## src/rtl/scan_ctrl_pkg.sv

```systemverilog
// Shared definitions for the scan test sequencer: FSM state codes,
// default chain length and the bit-counter width rule.
package scan_ctrl_pkg;

  localparam int DEFAULT_CHAIN_LEN = 4;

  localparam int STATE_W = 3;
  localparam logic [STATE_W-1:0] S_IDLE      = 3'd0;
  localparam logic [STATE_W-1:0] S_SHIFT_IN  = 3'd1;
  localparam logic [STATE_W-1:0] S_CAPTURE   = 3'd2;
  localparam logic [STATE_W-1:0] S_SHIFT_OUT = 3'd3;
  localparam logic [STATE_W-1:0] S_DONE      = 3'd4;

  // The counter must be able to represent CHAIN_LEN itself.
  function automatic int cnt_width(input int chain_len);
    return $clog2(chain_len + 1);
  endfunction

endpackage

```

## src/rtl/scan_shreg.sv

```systemverilog
// Left-shifting register with parallel load and serial input; the MSB is
// the serial output end. Load takes priority over shift.
module scan_shreg
  import scan_ctrl_pkg::*;
#(
  parameter int WIDTH = DEFAULT_CHAIN_LEN
) (
  input  logic             clk,
  input  logic             rst,
  input  logic             load,
  input  logic [WIDTH-1:0] load_val,
  input  logic             shift,
  input  logic             si,
  output logic [WIDTH-1:0] q
);

  logic [WIDTH-1:0] shifted;

  generate
    if (WIDTH == 1) begin : g_single
      assign shifted = si;
    end else begin : g_multi
      assign shifted = {q[WIDTH-2:0], si};
    end
  endgenerate

  always_ff @(posedge clk or negedge rst) begin
    if (!rst) begin
      q <= '0;
    end else if (load) begin
      q <= load_val;
    end else if (shift) begin
      q <= shifted;
    end
  end

endmodule

```

## src/rtl/scan_ctrl.sv

```systemverilog
// Scan test sequencer: shifts a pattern into a scan chain MSB first, runs one
// capture cycle, shifts the response out and compares it with the expected vector.
module scan_ctrl
  import scan_ctrl_pkg::*;
#(
  parameter int CHAIN_LEN = DEFAULT_CHAIN_LEN
) (
  input  logic                 clk,
  input  logic                 rst,
  input  logic                 start,
  input  logic [CHAIN_LEN-1:0] pattern,
  input  logic [CHAIN_LEN-1:0] expected,
  input  logic                 chain_so,
  output logic                 scan_en,
  output logic                 scan_si,
  output logic                 busy,
  output logic                 done,
  output logic                 pass,
  output logic [CHAIN_LEN-1:0] captured
);

  localparam int CW = cnt_width(CHAIN_LEN);
  localparam logic [CW-1:0] LAST = CW'(CHAIN_LEN - 1);

  logic [STATE_W-1:0]   state_reg, state_next;
  logic [CW-1:0]        cnt_reg, cnt_next;
  logic [CHAIN_LEN-1:0] expected_reg;
  logic [CHAIN_LEN-1:0] ser_q;
  logic [CHAIN_LEN-1:0] resp_q;
  logic                 ser_q_unused;

  logic accept, ser_shift, des_shift, result_load;
  logic scan_en_next, busy_next, done_next;

  // State register and all registered outputs.
  always_ff @(posedge clk or negedge rst) begin
    if (!rst) begin
      state_reg    <= S_IDLE;
      cnt_reg      <= '0;
      scan_en      <= 1'b0;
      busy         <= 1'b0;
      done         <= 1'b0;
      pass         <= 1'b0;
      captured     <= '0;
      expected_reg <= '0;
    end else begin
      state_reg <= state_next;
      cnt_reg   <= cnt_next;
      scan_en   <= scan_en_next;
      busy      <= busy_next;
      done      <= done_next;
      if (accept) begin
        expected_reg <= expected;
      end
      if (result_load) begin
        captured <= resp_q;
        pass     <= (resp_q == expected_reg);
      end
    end
  end

  // Next state; the counter restarts at zero on every state entry.
  always_comb begin
    state_next = state_reg;
    case (state_reg)
      S_IDLE:      if (start) state_next = S_SHIFT_IN;
      S_SHIFT_IN:  if (cnt_reg == LAST) state_next = S_CAPTURE;
      S_CAPTURE:   state_next = S_SHIFT_OUT;
      S_SHIFT_OUT: if (cnt_reg == LAST) state_next = S_DONE;
      S_DONE:      state_next = S_IDLE;
      default:     state_next = S_IDLE;
    endcase

    cnt_next = cnt_reg;
    if (state_next != state_reg) begin
      cnt_next = '0;
    end else if (state_reg == S_SHIFT_IN || state_reg == S_SHIFT_OUT) begin
      cnt_next = cnt_reg + 1'b1;
    end
  end

  // Outputs are decoded from the upcoming state so they register in step with it.
  always_comb begin
    accept       = (state_reg == S_IDLE) && start;
    ser_shift    = (state_reg == S_SHIFT_IN);
    des_shift    = (state_reg == S_SHIFT_OUT);
    result_load  = (state_reg == S_DONE);
    scan_en_next = (state_next == S_SHIFT_IN) || (state_next == S_SHIFT_OUT);
    busy_next    = (state_next != S_IDLE);
    done_next    = (state_reg == S_DONE);
  end

  // Zero fill empties the serializer during SHIFT_IN, so scan_si is 0 from CAPTURE on.
  scan_shreg #(.WIDTH(CHAIN_LEN)) u_serializer (
    .clk      (clk),
    .rst      (rst),
    .load     (accept),
    .load_val (pattern),
    .shift    (ser_shift),
    .si       (1'b0),
    .q        (ser_q)
  );

  scan_shreg #(.WIDTH(CHAIN_LEN)) u_deserializer (
    .clk      (clk),
    .rst      (rst),
    .load     (accept),
    .load_val ('0),
    .shift    (des_shift),
    .si       (chain_so),
    .q        (resp_q)
  );

  assign scan_si      = ser_q[CHAIN_LEN-1];
  assign ser_q_unused = ^ser_q;

endmodule

```

## config.mk

```make
export PLATFORM = sky130hd
export DESIGN_NAME = scan_ctrl
export DESIGN_NICKNAME = d
export VERILOG_FILES = /design/src/rtl/scan_ctrl_pkg.sv /design/src/rtl/scan_shreg.sv /design/src/rtl/scan_ctrl.sv
export SDC_FILE = /design/constraint.sdc
export NUM_CORES = 1
export LEC_CHECK = 0
export ABC_CLOCK_PERIOD_IN_PS = 1550
export BUFFER_PORTS_ARGS = -buffer_cell sky130_fd_sc_hd__buf_2
export CELL_PAD_IN_SITES_DETAIL_PLACEMENT = 0
export CELL_PAD_IN_SITES_GLOBAL_PLACEMENT = 1
export CORE_UTILIZATION = 38
export CTS_CLUSTER_DIAMETER = 100
export DETAILED_ROUTE_END_ITERATION = 12
export HOLD_SLACK_MARGIN = 0.08
export PLACE_DENSITY_LB_ADDON = 0.1
export SYNTH_ARGS = -nofsm -noshare
export SYNTH_HDL_FRONTEND = slang
export SYNTH_SLANG_ARGS = --single-unit
```

## constraint.sdc

```tcl
create_clock -name clk -period 1.55 [get_ports clk]
set_clock_uncertainty 0.2 [all_clocks]
set_input_delay 0.31 -clock clk [delete_from_list [all_inputs] [get_ports clk]]
set_output_delay 0.31 -clock clk [all_outputs]
set_load 0.03 [all_outputs]
```

# Word-level counts from Yosys, hierarchy flattened
# Index checks and enable logic that the tools add are counted.
classes:
  reduce_logical: 8
  n_mux: 10
  eq_ne: 9
  add_sub_neg: 1
ops:
  columns: ["cell", "n"]
  rows:
  - ["4-bit two-way mux", 4]
  - ["3-bit two-way mux", 5]
  - ["3-bit by 2-bit equality test with 1-bit output, second input constant", 4]
  - ["3-bit case mux with 4 select lines", 1]
  - ["3-bit by 1-bit equality test with 1-bit output, second input constant", 2]
  - ["2-bit nonzero test", 3]
  - ["4-bit equality test", 1]
  - ["3-bit by 1-bit adder with 3-bit output, second input constant", 1]
  - ["3-bit equality test, second input constant", 1]
  - ["3-bit zero test", 1]
  - ["3-bit inequality test", 1]
  - ["3-bit nonzero test", 1]
  - ["1-bit logical OR", 2]
  - ["1-bit logical AND", 1]
word_totals:
  regBits: 26

# Depth between registers and ports, before layout
# Gate-level depths: netlist of run 1.
logic_depth:
  depth_word: 5
  mapped_depth: 5
  depth_no_buf: 5

# Cells and area by module
# A second synthesis of run 1 with hierarchy kept.
unflattened:
  hier_cells: 93
  area_unflattened_um2: 1163.6
by_module_without_submodules:
  columns: ["mod", "n_inst", "cells_per_inst", "seq_area_each_um2", "area_each_um2"]
  rows:
  - ["scan_ctrl", 1, 59, 450.4, 790.8]
  - ["scan_shreg", 2, 17, 100.1, 186.4]

# Worst setup path after synthesis of run 1
# Ideal clock, no wire load.
synth_path:
  path_type: "register to register"
  startpoint: "register state_reg[0]"
  endpoint: "register u_serializer.q[2]"
  t_required_ns: 1.228
  path_stages_with_launch: 6
  setup_time_ns: 0.122
  path_buffers: 2
  path_slack_ns: -0.033
  arrival_time_ns: 1.261
  cell_sequence: "dfrtp_1 -> buf_6 -> or4b_4 -> buf_6 -> nor2_2 -> a21oi_2"
synth_via:
  elab_chain_len: 3
  elab_cells_between_ends: 5
  classes_between: "eq/ne: 1; mux: 1; reduce/logical: 3"
synth_lines:
  columns: ["item", "line_no", "source"]
  rows:
  - ["start: declaration", "scan_ctrl.sv:25", "logic [STATE_W-1:0] state_reg, state_next;"]
  - ["start signal: assignment", "scan_ctrl.sv:47", "state_reg <= state_next;"]
  - ["3-bit zero test", "scan_ctrl.sv:84", "accept = (state_reg == S_IDLE) && start;"]
  - ["1-bit logical AND", "scan_ctrl.sv:84", null]
  - ["4-bit two-way mux or 2-bit nonzero test (tied branches)", null, null]
  - ["end signal: assignment", "scan_shreg.sv:31", "q <= load_val;"]
  - ["end signal: assignment", "scan_shreg.sv:33", "q <= shifted;"]
  - ["end: declaration", "scan_shreg.sv:14", "output logic [WIDTH-1:0] q"]
# Several ways; a longest one is shown, not always the timed one.
# A chain may end at the register's enable or synchronous reset.

# Final worst setup path of run 1
layout_path:
  startpoint: "register state_reg[1]"
  endpoint: "register expected_reg[3]"
layout_via:
  elab_chain_len: 2
layout_lines:
  columns: ["item", "line_no", "source"]
  rows:
  - ["3-bit zero test", "scan_ctrl.sv:84", null]
  - ["1-bit logical AND", "scan_ctrl.sv:84", null]
  - ["end signal: assignment", "scan_ctrl.sv:53", "expected_reg <= expected;"]
  - ["end: declaration", "scan_ctrl.sv:27", "logic [CHAIN_LEN-1:0] expected_reg;"]
# No other way between the ends.

==> reports/metrics.yaml, run 1 <==
cells_and_area:
  area_delta_synth_final_pct: 34.7
  instances_no_fill: 177
  num_antenna_cells: 0
  nets: 161
  final_design_area_no_fill_um2: 1600
  fill_cells: 267
  final_util_pct: 56.0
  drive_above_1_share_pct: 43.8
worst_setup_path:
  timing.rr.end: "expected_reg[3]"
  startpoint_type: "flop"
  crit_end: "expected_reg[3]"
  slowest_stage: "or4b_4"
  end_kind: "flop"
  path_class: "reg -> reg"
  r2r_cells: 4
  r2r_slack_ps: -20
  cp.arrival_ps: 1580
  crit_chain: "buf_4, or4b_4, nand2_2, nand2_1"
  worstSetupStartpoint: "state_reg[1]"
  r2r_start: "state_reg[1]"
  crit_fanout: 5
  required_ps: 1570
  max_stage_delay_ps: 540
sta:
  finalHoldViolCount: 0
  max_freq_mhz: 639
  tightest_slew_ps: 575
  slew_headroom_pct: 61.6
  fin_tns_setup_ps: -34.5
  whs_ps: 180
  drv_slew: 0
  rsz0062_at_grt: "true"
  setup_slack_ps: -16.1
  fin_crit_sh_pct: 101
  finalSetupViolations: 3
  fin_crit_ps: 1570
clock_network:
  numCtsBuffers: 3
  clk_pin_slew_worst_paths_ps: 140
  cts-root-buf: "clkbuf_4"
  tritoncts: "done"
  clock-sinks: 26
  htree_levels: 1
  clk_latency_ps: 310
  clock_path_buffers: 2
global_route:
  grt_max_degree: 27
  grt_pass1_wl_um: 4110
  grt_pass1_vias: 923
  grt_remaining_overflow: 0
  antenna_found_initial: 0
  grtUsageTotal_pct: 16.2
synth:
  yosys.area.top_type_share_pct: 54.9
  synth_fp_nets: 116
  synth_warnings: 0
  synthesis.area_um2: 1180
  synth-seq-cells: 26
  syn_avg_cell_area_um2: 11.6
  ys_seq_area_share_pct: 54.9
  syn_inst: 102
  synthTopCellsByArea: "dfrtp_1, nand2_1, mux2_2, xor2_1, mux2i_1"
  synth_top_area_cell: "dfrtp_1"
  synth_cell_types: 29
place:
  hpwl_um: 1580
  dpl.cell_count: 160
  io_buffers: 20
  place_area_um2: 1380
  place.gp.congestion: 0.750
power_and_ir_drop:
  power_leakage_nw: 0.755
  ir_drop_uv: 709
  powerDensity_nw_per_um2: 1720
drt:
  viasPerCell: 4.99
  antenna_left: 0
  drt_drc_violations_left: 0
  drt_first_pass_iters: 4
  wl_per_cell_um: 13.3
  via_count: 883
  wirelength_um: 2360
  drtIter0Drc: 21
floorplan:
  placementRows: 19
  fp.dieW_um: 57.8
  design.core.area_um2: 2850
  die_area_um2: 3350
  io_pins: 21
  start_util_pct: 41.5
  die_h_um: 57.8
min_path:
  hold_class: "in -> reg"
  min_from: "start"
run_status:
  violations: "negative setup slack"
  status: "finished, violations left"
run:
  maxCapViolCount: 0
-- Yosys cell counts --
master     n
a21oi_1    4
a21oi_2    3
a22o_1     1
and2_1     2
and3_1     1
buf_2      2
buf_6      2
dfrtp_1   26
ha_1       2
inv_1      2
mux2_2     5
mux2i_1    3
nand2_1   16
nand2b_1   1
nand3b_1   1
nor2_1     7
nor2_2     2
nor2_4     1
nor2b_1    1
nor3_1     1
nor3b_2    1
nor3b_4    1
nor4_1     2
nor4b_4    1
o21ai_0    3
o22ai_1    4
or3b_2     1
or4b_4     1
xor2_1     5
-- logic make-up (layout without fill, tap and decap cells) --
logic type      count (synthesis)  count (layout)  synth area share, %
xor+xnor                        5               5                 3.70
mux                             8               8                 7.29
buf+inv                         6              49                 3.38
simple gates                   40              41                 20.6
flops                          26              26                 54.9
compound gates                 15              15                 8.03
fa+ha+maj                       2               2                 2.11
-- repair_timing --
action,in CTS,in global routing
pin swaps,3,7
resized for setup,4,15
hold endpoints to repair,35,0
setup buffers,2,0
hold buffers,10,0
endpoints found under the setup margin,16,21
cloned,1,0
-- worst min path at each step --
stage / slack [ps] / depth (start not counted) / endpoint
6_report: 180 / 3 / busy
3_3_place_gp: 140 / 1 / expected_reg[3]
4_1_cts: 170 / 3 / busy
3_5_place_dp: 140 / 1 / expected_reg[3]
2_1_floorplan: -190 / 0 / busy
5_1_grt: 220 / 3 / busy
-- through the flow --
stage	power (mW)	worst slack, ps
2_1_floorplan	1.92	-31.3
3_3_place_gp	2.21	-27.3
3_5_place_dp	2.26	-56.8
4_1_cts	2.67	-21.6
5_1_grt	2.99	-62.5
6_report	2.75	-16.1
-- power by group --
group,switching [mW],internal (mW)
sequential,0.242,0.933
combinational,0.624,0.613
clock,0.190,0.143
total,1.06,1.69
-- cell usage in the layout, fill, tap and decap left out, types with 2 or more instances in the layout --
cell / n
dfrtp_1: 24
buf_2: 20
nand2_1: 12
dlygate4sd3_1: 10
buf_4: 10
nor2_1: 7
xor2_1: 5
nand2_2: 4
mux2_2: 4
a21oi_2: 4
o22ai_1: 4
o21ai_1: 3
nor2_4: 3
a21oi_1: 3
clkbuf_4: 3
buf_6: 3
and2_1: 2
or4b_4: 2
mux2i_2: 2
inv_1: 2
ha_1: 2
dfrtp_2: 2
-- routing by layer --
metal	part of all wire [%]	track usage, %
met3	2.2	2.68
met5	0	0
met4	0.72	6.12
met1	47	21.9
met2	50	26.3
-- worst max-delay path: cells and delay by family (launching register included) --
family | cells | cell delay (ps)
buffers and inverters | 1 | 150
and+or+nand+nor | 3 | 680
DFF | 1 | 450
-- layout make-up --
type                            instances  area (um2)  area share [%]
Clock buffer                            4        36.3            2.27
Inverter                                2        7.51           0.470
Multi-Input combinational cell         71         552            34.6
Sequential cell                        26         653            40.9
Tap cell                               31        38.8            2.43
Timing Repair Buffer                   43         309            19.4
Power figures use the tool's default switching activity.
==> run 2: changes to the inputs <==
--- a/config.mk
+++ b/config.mk
@@ -5,7 +5,7 @@
 export SDC_FILE = /design/constraint.sdc
 export NUM_CORES = 1
 export LEC_CHECK = 0
-export ABC_CLOCK_PERIOD_IN_PS = 1550
+export ABC_CLOCK_PERIOD_IN_PS = 1350
 export BUFFER_PORTS_ARGS = -buffer_cell sky130_fd_sc_hd__buf_2
 export CELL_PAD_IN_SITES_DETAIL_PLACEMENT = 0
 export CELL_PAD_IN_SITES_GLOBAL_PLACEMENT = 1
==> constraint.sdc (replaced) <==
create_clock -name clk -period 1.35 [get_ports clk]
set_clock_uncertainty 0.2 [all_clocks]
set_input_delay 0.27 -clock clk [delete_from_list [all_inputs] [get_ports clk]]
set_output_delay 0.27 -clock clk [all_outputs]
set_load 0.03 [all_outputs]
==> run 2 against run 1 <==
The flow finishes with violations (design-rule violations, negative setup slack); non-clock buffer count is 18 higher; power is 38% higher; combinational power is 56% higher; register-to-register slack worse by 200 ps.
==> reports/metrics.yaml, run 2 (same netlist as run 1, synthesis figures left out) <==
sta:
  fin_tns_setup_ps: -3320  # -3290 ps
  rsz0062_at_grt: "true"
  fin_crit_sh_pct: 116  # +15 points
  fin_crit_ps: 1570  # -0.845 ps
  setup_slack_ps: -215  # -199 ps
  drv_slew: 0  # unchanged
  finalSetupViolations: 30  # +27
  tightest_slew_ps: 237  # -339 ps
  slew_headroom_pct: 84.1  # +22 points
  finalHoldViolCount: 0  # unchanged
  max_freq_mhz: 639  # about the same
worst_setup_path:
  r2r_cells: 3  # -1
  cp.arrival_ps: 1590  # about the same
  startpoint_type: "flop"
  max_stage_delay_ps: 630  # +90 ps
  path_class: "reg -> reg"
  r2r_slack_ps: -220  # -200 ps
  end_kind: "flop"
  timing.rr.end: "u_serializer.q[3]"
  required_ps: 1380  # -190 ps
  slowest_stage: "or4b_4"
  crit_fanout: 7  # +2
  r2r_start: "state_reg[0]"
  crit_chain: "or4b_4, nor2_4, a21oi_2"
power_and_ir_drop:
  p_clk_share_pct: 14.2  # +2.1 points
  swShare_pct: 35.8  # -2.7 points
  powerDensity_nw_per_um2: 2000  # +16%
  p_int_mw: 2.44  # +44%
  pwr-share-seq_pct: 34.7  # -8.1 points
  p_switching_mw: 1.36  # +28%
  ir_drop_uv: 1290  # +81%
  power_leakage_nw: 0.890  # +18%
  pwr-share-comb_pct: 51.2  # +6.1 points
floorplan:
  fp.dieW_um: 57.8  # unchanged
  io_pins: 21  # unchanged
  design.core.area_um2: 2850  # unchanged
  die_h_um: 57.8  # unchanged
  placementRows: 19  # unchanged
  start_util_pct: 41.5  # unchanged
  die_area_um2: 3350  # unchanged
global_route:
  antenna_found_initial: 0  # unchanged
  grt_pass1_vias: 947  # +2.6%
  grt_remaining_overflow: 0  # unchanged
  grt_pass1_wl_um: 4230  # +2.8%
  grt_max_degree: 27  # unchanged
  grtUsageTotal_pct: 16.5  # +0.32 points
clock_network:
  numCtsBuffers: 3  # unchanged
  clock_path_buffers: 2  # unchanged
  clk_latency_ps: 330  # +20 ps
  cts-root-buf: "clkbuf_4"
  clock-sinks: 26  # unchanged
  clk_pin_slew_worst_paths_ps: 150  # about the same
  tritoncts: "done"
  htree_levels: 1  # unchanged
cells_and_area:
  mostFrequentLayoutCell: "dfrtp_1"
  nets: 179  # +11%
  area_delta_synth_final_pct: 60.3
  mostFrequentLayoutCells: "dfrtp_1, buf_4, buf_6"
  multi_input_area_um2: 616  # +12%
  fill_cells: 225  # -16%
  ff_latch_area_um2: 653  # unchanged
  drive_above_1_share_pct: 55.5  # +12 points
  num_antenna_cells: 0  # unchanged
drt:
  wl_per_cell_um: 13.1  # -1.9%
  drt_drc_violations_left: 2  # +2
  drt_first_pass_iters: 8  # +4
  wirelength_um: 2550  # +8.1%
  viasPerCell: 4.96  # -0.60%
  drtIter0Drc: 18  # -14%
  via_count: 967  # +9.5%
  antenna_left: 0  # unchanged
place:
  hpwl_um: 1610  # +1.8%
  place_worst_setup_slack_ps: -214  # -157 ps
  io_buffers: 20  # unchanged
  place.gp.congestion: 0.727  # -3.1%
run_status:
  violations: "design-rule violations, negative setup slack"
  status: "finished, violations left"
min_path:
  hold_class: "in -> async"
run:
  maxCapViolCount: 0  # unchanged
run 2: worst max-delay path: cells and delay by family, from the launching register on:
kind	cells	cell delay, ps
and+or+nand+nor	2	740
AOI/OAI and AO/OA	1	40
DFF	1	490
run 2: how the worst max path moves through the flow:
stage / from / end / slack, ps
CTS: state_reg[0] / u_serializer.q[1] / -220
finish: state_reg[0] / u_serializer.q[3] / -220
global route: state_reg[2] / u_serializer.q[1] / -280
floorplan: state_reg[2] / u_serializer.q[1] / -230
global placement: state_reg[1] / captured[0] / -170
detailed placement: state_reg[0] / expected_reg[3] / -210
run 2: repair_timing:
| item | 4_1_cts | 5_1_grt |
|---|---|---|
| buffers inserted | 5 | 6 |
| setup endpoints to repair | 33 | 33 |
| hold endpoints to repair | 35 | 0 |
| hold buffers | 10 | 0 |
| gates resized for setup | 35 | 19 |
| gates cloned | 1 | 0 |
| pin swaps | 9 | 15 |
run 2: power groups by stage:
stage | Sequential (mW) | Combinational, mW | Clock (mW)
2_1_floorplan | 1.40 | 0.835 | 0
3_3_place_gp | 1.27 | 1.42 | 0
3_5_place_dp | 1.28 | 1.46 | 0
4_1_cts | 1.29 | 1.74 | 0.543
5_1_grt | 1.34 | 2.14 | 0.572
6_report | 1.31 | 1.94 | 0.537
run 2: metrics by stage:
stage	cell area [um2]	util, %	power [mW]	hold WS (ps)	std cells
global placement	1480	51.7	2.69	26.8	169
finish	1900	66.6	3.79	184	195
detailed placement	1480	51.7	2.74	24.7	169
global route	1900	66.6	4.06	213	195
floorplan	1220	-	2.23	-226	102
CTS	1800	63.2	3.58	190	189
run 2: final cells by class:
| cell class | count | share of cell area [%] |
|---|---|---|
| Clock buffer | 3 | 1.19 |
| Clock inverter | 1 | 1.58 |
| Inverter | 2 | 0.395 |
| Multi-Input combinational cell | 71 | 32.4 |
| Sequential cell | 26 | 34.4 |
| Tap cell | 31 | 2.04 |
| Timing Repair Buffer | 61 | 28.0 |
run 2: routing by layer:
| metal | vias up | GRT usage, % | wire (um) |
|---|---|---|---|
| li1 | 476 | - | - |
| met1 | 468 | 20.5 | 1160 |
| met5 | - | 0 | 0 |
| met4 | 0 | 3.06 | 17 |
| met3 | 2 | 4.91 | 94 |
| met2 | 21 | 28.9 | 1280 |
==> run 3: changes to the inputs <==
--- a/config.mk
+++ b/config.mk
@@ -5,11 +5,11 @@
 export SDC_FILE = /design/constraint.sdc
 export NUM_CORES = 1
 export LEC_CHECK = 0
-export ABC_CLOCK_PERIOD_IN_PS = 1350
+export ABC_CLOCK_PERIOD_IN_PS = 1500
 export BUFFER_PORTS_ARGS = -buffer_cell sky130_fd_sc_hd__buf_2
 export CELL_PAD_IN_SITES_DETAIL_PLACEMENT = 0
 export CELL_PAD_IN_SITES_GLOBAL_PLACEMENT = 1
-export CORE_UTILIZATION = 38
+export CORE_UTILIZATION = 39
 export CTS_CLUSTER_DIAMETER = 100
 export DETAILED_ROUTE_END_ITERATION = 12
 export HOLD_SLACK_MARGIN = 0.08
==> constraint.sdc (replaced) <==
create_clock -name clk -period 1.5 [get_ports clk]
set_clock_uncertainty 0.2 [all_clocks]
set_input_delay 0.3 -clock clk [delete_from_list [all_inputs] [get_ports clk]]
set_output_delay 0.3 -clock clk [all_outputs]
set_load 0.03 [all_outputs]
==> run 3 against run 2 <==
The flow finishes with violations (negative setup slack); combinational power down 26%; sequential share of layout area grew 3.2 points; final area fell by 8.6%; worst hold slack better by 46 ps; die area is 2.5% lower; global-route usage shrank 0.23 points; cell count fell by 7.7%.
==> reports/metrics.yaml, run 3 (same netlist as run 1, synthesis figures left out) <==
drt:
  via_count: 891  # -7.9%
  drt_first_pass_iters: 4  # -4
  wl_per_cell_um: 12.9  # -1.1%
  wirelength_um: 2330  # -8.7%
  antenna_left: 0  # unchanged
  viasPerCell: 4.95  # -0.18%
  drt_drc_violations_left: 0  # -2
  drtIter0Drc: 16  # -2
floorplan:
  start_util_pct: 41.9  # +0.35 points
  design.core.area_um2: 2830  # -0.83%
  die_area_um2: 3260  # -2.5%
  placementRows: 19  # unchanged
  io_pins: 21  # unchanged
  fp.dieW_um: 57.1  # -1.2%
  die_h_um: 57.1  # -1.2%
power_and_ir_drop:
  pwr-share-comb_pct: 47.4  # -3.8 points
  p_clk_share_pct: 11.6  # -2.6 points
  p_int_mw: 1.86  # -24%
  p_switching_mw: 1.16  # -15%
  pwr-share-seq_pct: 41.1  # +6.4 points
  ir_drop_uv: 957  # -26%
  swShare_pct: 38.3  # +2.6 points
  powerDensity_nw_per_um2: 1740  # -13%
  power_leakage_nw: 0.809  # -9.0%
global_route:
  grt_pass1_vias: 869  # -8.2%
  grt_remaining_overflow: 0  # unchanged
  antenna_found_initial: 0  # unchanged
  grt_max_degree: 27  # unchanged
  grt_pass1_wl_um: 4070  # -3.7%
  grtUsageTotal_pct: 16.3  # -0.23 points
worst_setup_path:
  cpLargestDelayFamily: "flip-flops"
  crit_end: "u_serializer.q[1]"
  slowest_stage: "dfrtp_2"
  max_stage_delay_ps: 480  # -150 ps
  cp.depth: 5  # +2
  crit_buf_inv: 2  # +2
  r2r_cells: 5  # +2
  path_class: "reg -> reg"
  cp.arrival_ps: 1600  # about the same
  required_ps: 1520  # +140 ps
  timing.rr.end: "u_serializer.q[1]"
  r2r_start: "state_reg[2]"
  crit_chain: "buf_6, nor3b_2, buf_4, mux2i_1, a21oi_2"
  end_kind: "flop"
  startpoint_type: "flop"
  worstSetupStartpoint: "state_reg[2]"
  crit_fanout: 7  # unchanged
  r2r_slack_ps: -80  # +140 ps
sta:
  fin_crit_ps: 1580  # +14.7 ps
  rsz0062_at_grt: "true"
  drv_slew: 0  # unchanged
  tightest_slew_ps: 291  # +54.6 ps
  max_freq_mhz: 633  # -0.93%
  fin_crit_sh_pct: 105  # -11 points
  setup_slack_ps: -79.9  # +135 ps
  finalSetupViolations: 13  # -57%
  slew_headroom_pct: 80.4  # -3.7 points
  finalHoldViolCount: 0  # unchanged
place:
  io_buffers: 20  # unchanged
  hpwl_um: 1550  # -3.4%
  dpl.cell_count: 163  # -3.6%
  place_worst_setup_slack_ps: -61.9  # +152 ps
  place.gp.congestion: 0.719  # -0.98%
cells_and_area:
  drive_above_1_share_pct: 49.0  # -6.5 points
  area_delta_synth_final_pct: 46.6
  mostFrequentLayoutCells: "dfrtp_1, buf_2, nand2_1"
  mostFrequentLayoutCell: "dfrtp_1"
  num_antenna_cells: 0  # unchanged
  instances_no_fill: 180  # -7.7%
  final_util_pct: 61.4  # -5.2 points
  nets: 164  # -8.4%
clock_network:
  htree_levels: 1  # unchanged
  clk_pin_slew_worst_paths_ps: 140  # about the same
  cts-root-buf: "clkbuf_4"
  clock_path_buffers: 2  # unchanged
  tritoncts: "done"
  numCtsBuffers: 3  # unchanged
  clock-sinks: 26  # unchanged
  clk_latency_ps: 320  # about the same
run_status:
  violations: "negative setup slack"
  status: "finished, violations left"
run:
  maxCapViolCount: 0  # unchanged
min_path:
  hold_class: "in -> async"
==> run 3: cell count changes in the layout (fill, tap and decap cells not counted), moves of 4 or more <==
cell / delta
buf_4: -13
buf_2: +8
nand2_2: -4
nand2_1: +5
buf_6: -13
==> run 3: per-stage QoR <==
| stage | total power, mW | TNS (ps) | cell area [um2] | hold WS [ps] |
|---|---|---|---|---|
| 2_1_floorplan | 2.01 | -803 | 1220 | -196 |
| 3_3_place_gp | 2.32 | -309 | 1440 | 54.6 |
| 3_5_place_dp | 2.36 | -520 | 1440 | 57.6 |
| 4_1_cts | 2.77 | -836 | 1600 | 217 |
| 5_1_grt | 3.25 | -1550 | 1740 | 224 |
| 6_report | 3.01 | -547 | 1740 | 230 |
==> run 3: final cells by class <==
type,instances,area (um2)
Timing Repair Buffer,46,383
Fill cell,241,1090
Sequential cell,26,653
Tap cell,31,38.8
Clock buffer,4,36.3
Inverter,2,7.51
Multi-Input combinational cell,71,618
==> run 3: power by group through the flow <==
stage	clock (mW)	combinational [mW]	sequential, mW
3_5_place_dp	0	1.16	1.20
2_1_floorplan	0	0.751	1.26
4_1_cts	0.368	1.21	1.20
6_report	0.349	1.43	1.24
5_1_grt	0.394	1.58	1.28
3_3_place_gp	0	1.13	1.19
==> run 3: worst min path at each step <==
stage / startpoint / endpoint / cells past startpoint
after floorplan: rst / busy / 0
after global placement: rst / expected_reg[3] / 2
after detailed placement: rst / expected_reg[3] / 2
after CTS: start / busy / 4
after global routing: start / u_serializer.q[1] / 3
final: rst / u_serializer.q[1] / 3
==> run 3: layer usage <==
metal | GRT usage, % | vias up | part of all wire [%]
met5 | 0 | - | 0
met4 | 3.14 | 0 | 0.69
met3 | 4.76 | 2 | 3.7
met2 | 25.9 | 16 | 48
met1 | 22.5 | 423 | 48
li1 | - | 450 | -
==> run 3: what timing repair did <==
item	4_1_cts	5_1_grt
pin swaps	7	12
hold buffers	10	0
endpoints found under the hold margin	35	0
buffers inserted	0	2
setup endpoints to repair	20	20
resized for setup	5	28
cloned	1	0
==> run 3: tightest hold or removal path: stages <==
cell and delay, ps:
dlygate4sd3_1 520, buf_2 120, buf_12 180
